File: config.mk
export PLATFORM = sky130hd
export DESIGN_NAME = instr_fetch_stage_flat
export DESIGN_NICKNAME = d
export VERILOG_FILES = /design/src/rtl/pipe_pkg.sv /design/src/rtl/instr_fetch_stage_if.sv /design/src/rtl/instr_fetch_stage_pc_next_mux.sv /design/src/rtl/instr_fetch_stage.sv /design/src/flat_wrapper.sv
export SDC_FILE = /design/constraint.sdc
export NUM_CORES = 1
export LEC_CHECK = 0
export ABC_AREA = 1
export ABC_CLOCK_PERIOD_IN_PS = 1770
export CAP_MARGIN = 20
export CORE_AREA = 2 2 141 143
export CTS_CLUSTER_DIAMETER = 200
export CTS_CLUSTER_SIZE = 10
export DETAILED_ROUTE_END_ITERATION = 8
export DIE_AREA = 0 0 143 145
export GPL_TIMING_DRIVEN = 0
export PLACE_DENSITY = 0.7
export RECOVER_POWER = 100
export SKIP_LAST_GASP = 1
export SYNTH_ARGS = -nofsm -noshare
export SYNTH_HDL_FRONTEND = slang
export SYNTH_SLANG_ARGS = --single-unit
File: constraint.sdc
create_clock -name clk -period 1.77 [get_ports clk]
set_input_delay 0.177 -clock clk [delete_from_list [all_inputs] [get_ports clk]]
set_output_delay 0.177 -clock clk [all_outputs]
set_load 0.05 [all_outputs]
File: src/rtl/pipe_pkg.sv
// ============================================================================
// pipe_pkg : shared pipeline types and constants (fetch FSM, IF/ID record)
// Revision : 1.0
// ============================================================================
`default_nettype none

package pipe_pkg;

  typedef enum logic [0:0] {
    FETCH_RUN    = 1'b0,
    FETCH_HALTED = 1'b1
  } fetch_state_e;

  localparam logic [31:0] NOP_INSTR = 32'h0000_0000;
  localparam logic [31:0] PC_INCR   = 32'd4;

  typedef struct packed {
    logic [31:0] pc;
    logic [31:0] instr;
    logic        valid;
  } if_id_t;

endpackage

`default_nettype wire

File: src/rtl/instr_fetch_stage_if.sv
// ============================================================================
// instr_fetch_stage_if : control, instruction-RAM and IF/ID bundle of IF stage
// Revision : 1.0
// ============================================================================
`default_nettype none

interface instr_fetch_stage_if #(
  parameter int ADDR_W = 11
) ();
  import pipe_pkg::*;

  logic              stall_i;
  logic              redirect_i;
  logic [31:0]       redirect_pc_i;
  logic              halt_i;
  logic [31:0]       imem_q_i;
  logic [ADDR_W-1:0] imem_addr_o;
  logic              imem_oen_o;
  logic [31:0]       pc_next_o;
  logic [31:0]       id_pc_o;
  logic [31:0]       id_instr_o;
  logic              id_valid_o;
  logic              halted_o;
  logic              misalign_o;
  logic [31:0]       fetch_count_o;

  modport master (
    input  stall_i, redirect_i, redirect_pc_i, halt_i, imem_q_i,
    output imem_addr_o, imem_oen_o, pc_next_o, id_pc_o, id_instr_o,
           id_valid_o, halted_o, misalign_o, fetch_count_o
  );

  modport slave (
    output stall_i, redirect_i, redirect_pc_i, halt_i, imem_q_i,
    input  imem_addr_o, imem_oen_o, pc_next_o, id_pc_o, id_instr_o,
           id_valid_o, halted_o, misalign_o, fetch_count_o
  );

endinterface

`default_nettype wire

File: src/rtl/instr_fetch_stage_pc_next_mux.sv
// ============================================================================
// pc_next_mux : priority select of the next PC plus redirect alignment check
// Revision : 1.0
// ============================================================================
`default_nettype none

module pc_next_mux
  import pipe_pkg::*;
#(
  parameter logic [31:0] RESET_PC = 32'h0000_0000
) (
  input  logic        rst_n,
  input  logic        redirect_i,
  input  logic [31:0] redirect_pc_i,
  input  logic        halted_i,
  input  logic        halt_i,
  input  logic        stall_i,
  input  logic [31:0] pc_i,
  output logic [31:0] pc_next_o,
  output logic        misalign_o
);

  always_comb begin
    misalign_o = redirect_i && (redirect_pc_i[1:0] != 2'b00);
    // EX is older than ID, so a redirect beats a same-cycle halt
    if (!rst_n)                   pc_next_o = RESET_PC;
    else if (redirect_i)          pc_next_o = redirect_pc_i;
    else if (halted_i || halt_i)  pc_next_o = pc_i;
    else if (stall_i)             pc_next_o = pc_i;
    else                          pc_next_o = pc_i + PC_INCR;
  end

endmodule

`default_nettype wire

File: src/rtl/instr_fetch_stage.sv
// ============================================================================
// instr_fetch_stage : PC, fetch FSM and IF/ID register of the 5-stage pipeline
// Revision : 1.0
// ============================================================================
`default_nettype none

module instr_fetch_stage #(
  parameter logic [31:0] RESET_PC  = 32'h0000_0000,
  parameter int          ADDR_W    = 11,
  parameter logic [31:0] NOP_INSTR = pipe_pkg::NOP_INSTR
) (
  input  wire logic           clk,
  input  wire logic           rst_n,
  instr_fetch_stage_if.master bus
);
  import pipe_pkg::*;

  fetch_state_e state_q, state_d;
  logic [31:0]  pc_q, pc_d;
  logic         misalign_q, misalign_d;
  logic [31:0]  count_q, count_d;
  if_id_t       if_id_q, if_id_d;
  logic [31:0]  pc_next;
  logic         redirect_misaligned;
  logic         halted;

  pc_next_mux #(
    .RESET_PC (RESET_PC)
  ) u_pc_next_mux (
    .rst_n         (rst_n),
    .redirect_i    (bus.redirect_i),
    .redirect_pc_i (bus.redirect_pc_i),
    .halted_i      (halted),
    .halt_i        (bus.halt_i),
    .stall_i       (bus.stall_i),
    .pc_i          (pc_q),
    .pc_next_o     (pc_next),
    .misalign_o    (redirect_misaligned)
  );

  always_ff @(posedge clk) begin
    if (!rst_n) begin
      state_q    <= FETCH_RUN;
      pc_q       <= RESET_PC;
      misalign_q <= 1'b0;
      count_q    <= 32'd0;
      if_id_q    <= '{pc: RESET_PC, instr: NOP_INSTR, valid: 1'b0};
    end else begin
      state_q    <= state_d;
      pc_q       <= pc_d;
      misalign_q <= misalign_d;
      count_q    <= count_d;
      if_id_q    <= if_id_d;
    end
  end

  always_comb begin
    state_d = state_q;
    if (state_q == FETCH_RUN &&
        (redirect_misaligned || (bus.halt_i && !bus.redirect_i)))
      state_d = FETCH_HALTED;
  end

  always_comb begin
    halted         = (state_q == FETCH_HALTED);
    bus.imem_oen_o = halted && rst_n;
    bus.halted_o   = halted;
  end

  always_comb begin
    // Low bits only matter on a misaligned redirect, where the PC is forced word-aligned
    pc_d       = {pc_next[31:2], 2'b00};
    misalign_d = misalign_q || (state_q == FETCH_RUN && redirect_misaligned);
    if_id_d    = if_id_q;
    count_d    = count_q;
    if (bus.redirect_i || halted || state_d == FETCH_HALTED) begin
      if_id_d.instr = NOP_INSTR;
      if_id_d.valid = 1'b0;
    end else if (!bus.stall_i) begin
      if_id_d = '{pc: pc_q, instr: bus.imem_q_i, valid: 1'b1};
      if (count_q != 32'hFFFF_FFFF) count_d = count_q + 32'd1;
    end
  end

  assign bus.imem_addr_o   = pc_next[ADDR_W+1:2];
  assign bus.pc_next_o     = pc_next;
  assign bus.id_pc_o       = if_id_q.pc;
  assign bus.id_instr_o    = if_id_q.instr;
  assign bus.id_valid_o    = if_id_q.valid;
  assign bus.misalign_o    = misalign_q;
  assign bus.fetch_count_o = count_q;

endmodule

`default_nettype wire

File: src/flat_wrapper.sv
// flat-port wrapper written by rule: the top's interface ports become plain ports
module instr_fetch_stage_flat import pipe_pkg::*;
#(
  parameter logic [31:0] RESET_PC  = 32'h0000_0000,
  parameter int          ADDR_W    = 11,
  parameter logic [31:0] NOP_INSTR = pipe_pkg::NOP_INSTR
)
  (clk, rst_n, bus_stall_i, bus_redirect_i, bus_redirect_pc_i, bus_halt_i, bus_imem_q_i, bus_imem_addr_o, bus_imem_oen_o, bus_pc_next_o, bus_id_pc_o, bus_id_instr_o, bus_id_valid_o, bus_halted_o, bus_misalign_o, bus_fetch_count_o);
  instr_fetch_stage_if #(.ADDR_W(ADDR_W)) bus_i ();
  input  wire logic clk;
  input  wire logic rst_n;
  input wire logic [$bits(bus_i.stall_i)-1:0] bus_stall_i;
  input wire logic [$bits(bus_i.redirect_i)-1:0] bus_redirect_i;
  input wire logic [$bits(bus_i.redirect_pc_i)-1:0] bus_redirect_pc_i;
  input wire logic [$bits(bus_i.halt_i)-1:0] bus_halt_i;
  input wire logic [$bits(bus_i.imem_q_i)-1:0] bus_imem_q_i;
  output wire logic [$bits(bus_i.imem_addr_o)-1:0] bus_imem_addr_o;
  output wire logic [$bits(bus_i.imem_oen_o)-1:0] bus_imem_oen_o;
  output wire logic [$bits(bus_i.pc_next_o)-1:0] bus_pc_next_o;
  output wire logic [$bits(bus_i.id_pc_o)-1:0] bus_id_pc_o;
  output wire logic [$bits(bus_i.id_instr_o)-1:0] bus_id_instr_o;
  output wire logic [$bits(bus_i.id_valid_o)-1:0] bus_id_valid_o;
  output wire logic [$bits(bus_i.halted_o)-1:0] bus_halted_o;
  output wire logic [$bits(bus_i.misalign_o)-1:0] bus_misalign_o;
  output wire logic [$bits(bus_i.fetch_count_o)-1:0] bus_fetch_count_o;
  assign bus_i.stall_i = bus_stall_i;
  assign bus_i.redirect_i = bus_redirect_i;
  assign bus_i.redirect_pc_i = bus_redirect_pc_i;
  assign bus_i.halt_i = bus_halt_i;
  assign bus_i.imem_q_i = bus_imem_q_i;
  assign bus_imem_addr_o = bus_i.imem_addr_o;
  assign bus_imem_oen_o = bus_i.imem_oen_o;
  assign bus_pc_next_o = bus_i.pc_next_o;
  assign bus_id_pc_o = bus_i.id_pc_o;
  assign bus_id_instr_o = bus_i.id_instr_o;
  assign bus_id_valid_o = bus_i.id_valid_o;
  assign bus_halted_o = bus_i.halted_o;
  assign bus_misalign_o = bus_i.misalign_o;
  assign bus_fetch_count_o = bus_i.fetch_count_o;
  instr_fetch_stage #(.RESET_PC(RESET_PC), .ADDR_W(ADDR_W), .NOP_INSTR(NOP_INSTR)) u_core (.clk(clk), .rst_n(rst_n), .bus(bus_i));
endmodule
==> Yosys cells after proc, flatten, opt, wreduce, memory -nomap -nowiden <==
Cells that the tools add are included.
{ "totals": {"regBits": 131} }
{ "op_classes": {"n_addsub": 2, "eq_ne": 1, "mux": 5, "bitwise": 4, "n_reduce_logical": 15} }
{ "op_table": {"columns": ["operator", "count"], "rows": [
  ["$mux 32", 4],
  ["$add 32x1->32 const B", 1],
  ["$add 32x3->32 const B", 1],
  ["$ne 32x32->1 const B", 1],
  ["$logic_and 1x1->1", 5],
  ["$logic_or 1x1->1", 5],
  ["$not 1->1", 4],
  ["$reduce_and 3->1", 1],
  ["$reduce_and 2->1", 1],
  ["$reduce_bool 2->1", 1],
  ["$reduce_or 2->1", 1],
  ["$logic_not 1->1", 1],
  ["$mux 1", 1]
]} }

==> Depth between registers and ports, before layout <==
Gate-level depths: netlist (run 1).
{ "depth": {"ltp_word": 8, "mapped_depth": 12} }

==> By module <==
Synthesis (run 1) repeated with hierarchy kept, for this count alone.
{ "hier_totals": {"hier_cells": 1020, "hier_area_um2": 6648.9} }
{ "by_module_without_submodules": {"columns": ["module", "n_inst", "cells_each", "area_per_inst_um2", "seq_area_each_um2"], "rows": [
  ["instr_fetch_stage", 1, 708, 5157.4, 2542.4],
  ["pc_next_mux", 1, 312, 1491.4, 0.0]
]} }

==> Worst setup path after synthesis (run 1) <==
OpenSTA, ideal clock, no wires.
{ "synth_timing": {"path_type": "reg2out", "from": "register u_core.state_q, in the netlist u_core.bus.halted_o", "to": "output port bus_pc_next_o[4]", "arrival_ns": 2.272, "path_slack_ns": -0.679, "stages_incl_launch_ff": 7, "n_path_buf": 1, "path_cell_list": "dfxtp_1 > inv_2 > nand3_2 > nor2_1 > xnor2_1 > a21oi_1 > buf_4"} }
{ "synth_via": {"elab_chain_cells": 4} }
{ "synth_rtl": {"columns": ["element", "line_no", "source"], "rows": [
  ["start: declaration", "instr_fetch_stage.sv:18", "fetch_state_e state_q, state_d;"],
  ["start signal: assignment", "instr_fetch_stage.sv:49", "state_q <= state_d;"],
  ["$logic_or 1x1->1", "instr_fetch_stage_pc_next_mux.sv:28", "else if (halted_i || halt_i) pc_next_o = pc_i;"],
  ["$mux 32", "instr_fetch_stage_pc_next_mux.sv:28", null],
  ["$mux 32", "instr_fetch_stage_pc_next_mux.sv:27", "else if (redirect_i) pc_next_o = redirect_pc_i;"],
  ["$mux 32", "instr_fetch_stage_pc_next_mux.sv:26", "if (!rst_n) pc_next_o = RESET_PC;"],
  ["end: declaration", "flat_wrapper.sv:19", "output wire logic [$bits(bus_i.pc_next_o)-1:0] bus_pc_next_o;"]
]} }
No other way between the ends.

==> Worst setup path in the final report (run 1) <==
{ "layout_timing": {"from": "register u_core.pc_q[2]", "to": "output port bus_pc_next_o[12]"} }
{ "layout_via": {"elab_chain_cells": 5} }
{ "layout_rtl": {"columns": ["element", "line_no", "source"], "rows": [
  ["start: declaration", "instr_fetch_stage.sv:19", "logic [31:0] pc_q, pc_d;"],
  ["start signal: assignment", "instr_fetch_stage.sv:50", "pc_q <= pc_d;"],
  ["$add 32x3->32", "instr_fetch_stage_pc_next_mux.sv:30", "else pc_next_o = pc_i + PC_INCR;"],
  ["$mux 32", "instr_fetch_stage_pc_next_mux.sv:29", "else if (stall_i) pc_next_o = pc_i;"],
  ["$mux 32", "instr_fetch_stage_pc_next_mux.sv:28", null],
  ["$mux 32", "instr_fetch_stage_pc_next_mux.sv:27", null],
  ["$mux 32", "instr_fetch_stage_pc_next_mux.sv:26", null]
]} }
No other way between the ends.

==> results of run 1 <==
[metrics by stage]
step / std cells / hold slack (ns) / util [%] / TNS (ns) / instance area (µm²)
2_1_floorplan: 992 / 0.3216 / - / -0.3860 / 6623
3_3_place_gp: 1465 / 0.4508 / 47.05 / -81.97 / 9036
3_5_place_dp: 1465 / 0.4557 / 47.05 / -83.73 / 9036
4_1_cts: 1530 / 0.06413 / 53.14 / -18.04 / 10210
5_1_grt: 1553 / 0.07641 / 55.06 / -25.55 / 10580
6_report: 1553 / 0.07371 / 55.06 / -18.32 / 10580
[logic make-up (layout without fill, tap and decap cells)]
logic type | after synthesis | count (layout) | share of synthesized area, %
AOI/OAI and AO/OA | 141 | 141 | 11.48
xor gates and xnor gates | 17 | 17 | 2.308
adders and majority gates | 2 | 2 | 0.3878
buffers and inverters | 174 | 470 | 11.31
DFF | 127 | 127 | 39.41
other | 1 | 2 | 0.05813
and+or+nand+nor | 529 | 529 | 35.05
[placed cells by master (no fill, tap or decap), types with 27 or more instances in the layout]
master	Yosys	routed
sky130_fd_sc_hd__dfxtp_2	0	27
sky130_fd_sc_hd__a21oi_1	79	77
sky130_fd_sc_hd__buf_8	0	27
sky130_fd_sc_hd__o21ai_0	46	35
sky130_fd_sc_hd__clkdlybuf4s50_1	0	70
sky130_fd_sc_hd__dlygate4sd2_1	0	56
sky130_fd_sc_hd__nand2_1	272	249
sky130_fd_sc_hd__nand3_1	54	31
sky130_fd_sc_hd__nor2_1	136	120
sky130_fd_sc_hd__dfxtp_1	127	89
sky130_fd_sc_hd__buf_4	13	59
sky130_fd_sc_hd__buf_6	2	33
sky130_fd_sc_hd__inv_1	116	95
sky130_fd_sc_hd__clkbuf_1	23	52
[synth_stat cells, types with 2 or more instances]
master | count | area share [%]
sky130_fd_sc_hd__inv_2 | 5 | 0.29
sky130_fd_sc_hd__nand3b_1 | 8 | 0.93
sky130_fd_sc_hd__o21ai_0 | 46 | 3.6
sky130_fd_sc_hd__clkbuf_1 | 23 | 1.3
sky130_fd_sc_hd__o211ai_1 | 11 | 1.3
sky130_fd_sc_hd__buf_2 | 9 | 0.70
sky130_fd_sc_hd__nand4_2 | 2 | 0.39
sky130_fd_sc_hd__nand2_2 | 4 | 0.39
sky130_fd_sc_hd__nor2_2 | 7 | 0.68
sky130_fd_sc_hd__buf_6 | 2 | 0.35
sky130_fd_sc_hd__or2_0 | 4 | 0.39
sky130_fd_sc_hd__xor2_1 | 11 | 1.5
sky130_fd_sc_hd__nand3_1 | 54 | 4.2
sky130_fd_sc_hd__nor2_1 | 136 | 7.9
sky130_fd_sc_hd__a21oi_1 | 79 | 6.1
sky130_fd_sc_hd__xnor2_1 | 6 | 0.81
sky130_fd_sc_hd__or2_2 | 2 | 0.19
sky130_fd_sc_hd__dfxtp_1 | 127 | 39
sky130_fd_sc_hd__buf_1 | 5 | 0.29
sky130_fd_sc_hd__inv_1 | 116 | 6.7
sky130_fd_sc_hd__nor3_1 | 19 | 1.5
sky130_fd_sc_hd__ha_1 | 2 | 0.39
sky130_fd_sc_hd__o21ai_1 | 2 | 0.16
sky130_fd_sc_hd__buf_4 | 13 | 1.5
sky130_fd_sc_hd__nand4_1 | 14 | 1.4
sky130_fd_sc_hd__nand2_1 | 272 | 16
[per-layer routing]
layer,share of wire (%),vias to the layer above,global-route usage [%]
met2,49,258,36.48
met3,7.7,32,7.459
met4,1.8,0,6.931
met1,42,3454,27.65
li1,-,3710,-
met5,0,-,0
[path summary, 6_finish.rpt]
| kind | depth (start not counted) | slack, ns | startpoint | to |
|---|---|---|---|---|
| worst min register to register | 2 | 0.46 | u_core.bus.id_instr_o[24] | u_core.bus.id_instr_o[24] |
| worst min-delay path | 3 | 0.07 | bus_stall_i | u_core.bus.id_instr_o[1] |
| worst max register to register | 17 | -0.54 | u_core.pc_q[2] | u_core.pc_q[8] |
| worst max-delay path | 11 | -0.56 | u_core.pc_q[2] | bus_pc_next_o[12] |
[cell type report]
type,instances,area share (%)
Multi-Input combinational cell,691,34.80
Sequential cell,127,24.75
Timing Repair Buffer,264,22.39
Inverter,122,4.626
Clock buffer,18,4.259
Buffer,52,3.585
Tap cell,265,3.135
Clock inverter,14,2.461
[power by group through the flow]
stage                     clock network (mW)  logic [mW]  registers, mW
after detailed placement                   0        1.33           3.11
after global routing                    4.42        1.63           3.07
after CTS                               4.28        1.43           3.05
after global placement                     0        1.32           3.10
final                                   4.24        1.53           3.05
after floorplan                            0       0.654           3.25
[registers in the layout, indices dropped and copies added (netlist names)]
name / flops
u_core.bus.fetch_count_o: 32
u_core.bus.id_instr_o: 32
u_core.bus.id_pc_o: 30
u_core.pc_q: 30
u_core.bus.halted_o: 1
u_core.bus.id_valid_o: 1
u_core.bus.misalign_o: 1
[timing repair]
item / in CTS / in global routing
resized for setup: 422 / 189
setup buffers: 33 / 28
endpoints found under the setup margin: 138 / 149
pin swaps: 20 / 40
[critical path: stages, from the launching register on]
cell and delay (ns):
sky130_fd_sc_hd__dfxtp_4 0.37, sky130_fd_sc_hd__ha_4 0.15, sky130_fd_sc_hd__inv_4 0.04, sky130_fd_sc_hd__nor2_4 0.12, sky130_fd_sc_hd__buf_4 0.14, sky130_fd_sc_hd__nand4_4 0.13
sky130_fd_sc_hd__or2_0 0.23, sky130_fd_sc_hd__nand3_1 0.08, sky130_fd_sc_hd__o211ai_1 0.12, sky130_fd_sc_hd__inv_2 0.11, sky130_fd_sc_hd__buf_8 0.10, sky130_fd_sc_hd__buf_8 0.13
==> results.txt, run 1 <==
- Hold violation count in the final report: 0
- From synthesis to final layout, the design area changed by 63.92%.
- The detail route stage leaves a number of antenna-violating nets equal to 0.
- In this run the number of H-tree levels came out at 4.
* Root cell of the clock tree: sky130_fd_sc_hd__clkbuf_16
- Max-cap violations in this run came to 0.
- Derived from the worst setup path, the maximum achievable clock frequency is 0.4298 GHz.
- Setup repair after global routing could not meet its margin everywhere.
* Remaining global-route overflow: 0
- The floorplan step defined a die boundary enclosing 20740 µm².
- Buffer depth of the longest clock path: 2
- Pre-Repair DR Iteration Count: 5
- For this run, the leading register cell type out of synthesis is sky130_fd_sc_hd__dfxtp_1.
- The first global-routing pass estimated 36380 µm of wire.
- TritonCTS buffer count: 17
- Number of storage elements in the synthesis netlist: 127
- Measured along the x axis, the die boundary spans 143 µm.
- Total internal power: 6.415 mW
* Portion of the post-synthesis area used by sequential elements: 39.41%
* Post-Route Skew: 0.008690 ns
* Async set-or-reset flop fraction in the synthesized netlist: 0%
- The worst setup path is launched from a flip-flop.
- The routed design has 23540 µm of wire.
- The final reports fail on negative setup slack.
- Of the total power, the share spent switching nets is 27.29%.
- Critical-path maximum fanout: 4
* Count of flip-flops with a built-in enable after synthesis: 0
- From bottom edge to top edge, the die measures 145 µm.
* Worst Setup End Kind: output pin
* Placeable core area: 19210 µm²
- The worst hold path belongs to the class in2reg.
- Antenna violations before repair: 0
* Minimum period implied by the final worst setup slack: 2.327 ns
* Post-Synthesis Cells: 991
- Port-buffer cells: 208
* Total setup violations reported at the end of the flow: 43
- Total of fill cells in the finished design: 1797
- Power density over cell area: 834.3 nW/µm²
- Worst slack at placement: -1.336 ns
- Net switching component of the power: 2.408 mW
- I/O pin count: 212
* Combinational power share: 17.3%
* Vias per Instance: 4.800
- Registers take 2618 µm².
- DP Wirelength: 16430 µm
- CTS clk-pin slew, worst paths: 0.06 ns
- Average cell area after synthesis: 6.510 µm²
- Hold repair after CTS inserted 0 buffers.
- Number of DRC markers in iteration 0: 382
* Clock Latency Late Sink: 0.43 ns
- The clock network is responsible for 48.1% of the overall power.
- Slack of the critical path: -0.5567 ns
* IR drop worst, VDD: 0.0006951 V
- Cells with a size suffix above 1 make up 26.09% of the layout.
* Worst setup path class: reg2out
* Cell row count: 51
* CTS sink count: 127
- Via total after detailed routing: 7454
- The number of max-slew violations in the final report came to 0.
* Worst-Margin Slew: 0.6665 ns
* TritonCTS clock tree: yes
* Effective utilization at floorplan: 33.59%
- For the worst setup path, the data arrival time is 2.15 ns.
* Number of warnings issued by yosys: 0
* Net count, final: 1346
* Relative slew slack: 55.75%
* Multi-input combinational cell area: 3680 µm²
- Part of the total power dissipated in sequential elements: 34.6%
* Overall power: 8.823 mW
* Antenna cells: 0
- The run finished, with violations left.
- For this run, design rule violations remaining after detail routing come to 0.
* Synth unique cells: 38
- In the finished design, the share of the clock period the worst path needs comes to 131.5%.
- In the global route stage, overall resource usage came out at 22.33%.
- For this design the static power due to leakage is 4.614 nW.
- The number of global-route vias before repair is 7138.
- Entering global routing, the biggest net connects 17 pins.
- WL/cell: 15.16 µm
- The congestion estimate from routability-driven global placement came to 0.9353.
* Required time of the worst setup path: 1.59 ns
- In this run the cell area of the synthesized design comes to 6451 µm².
Power figures use the tool's default switching activity.
==> inputs of run 2 (changes only) <==
HOLD_SLACK_MARGIN = 0.03   (was not set)
==> results of run 2 <==
No change in the layout: final DEF, timing and power equal those of run 1.
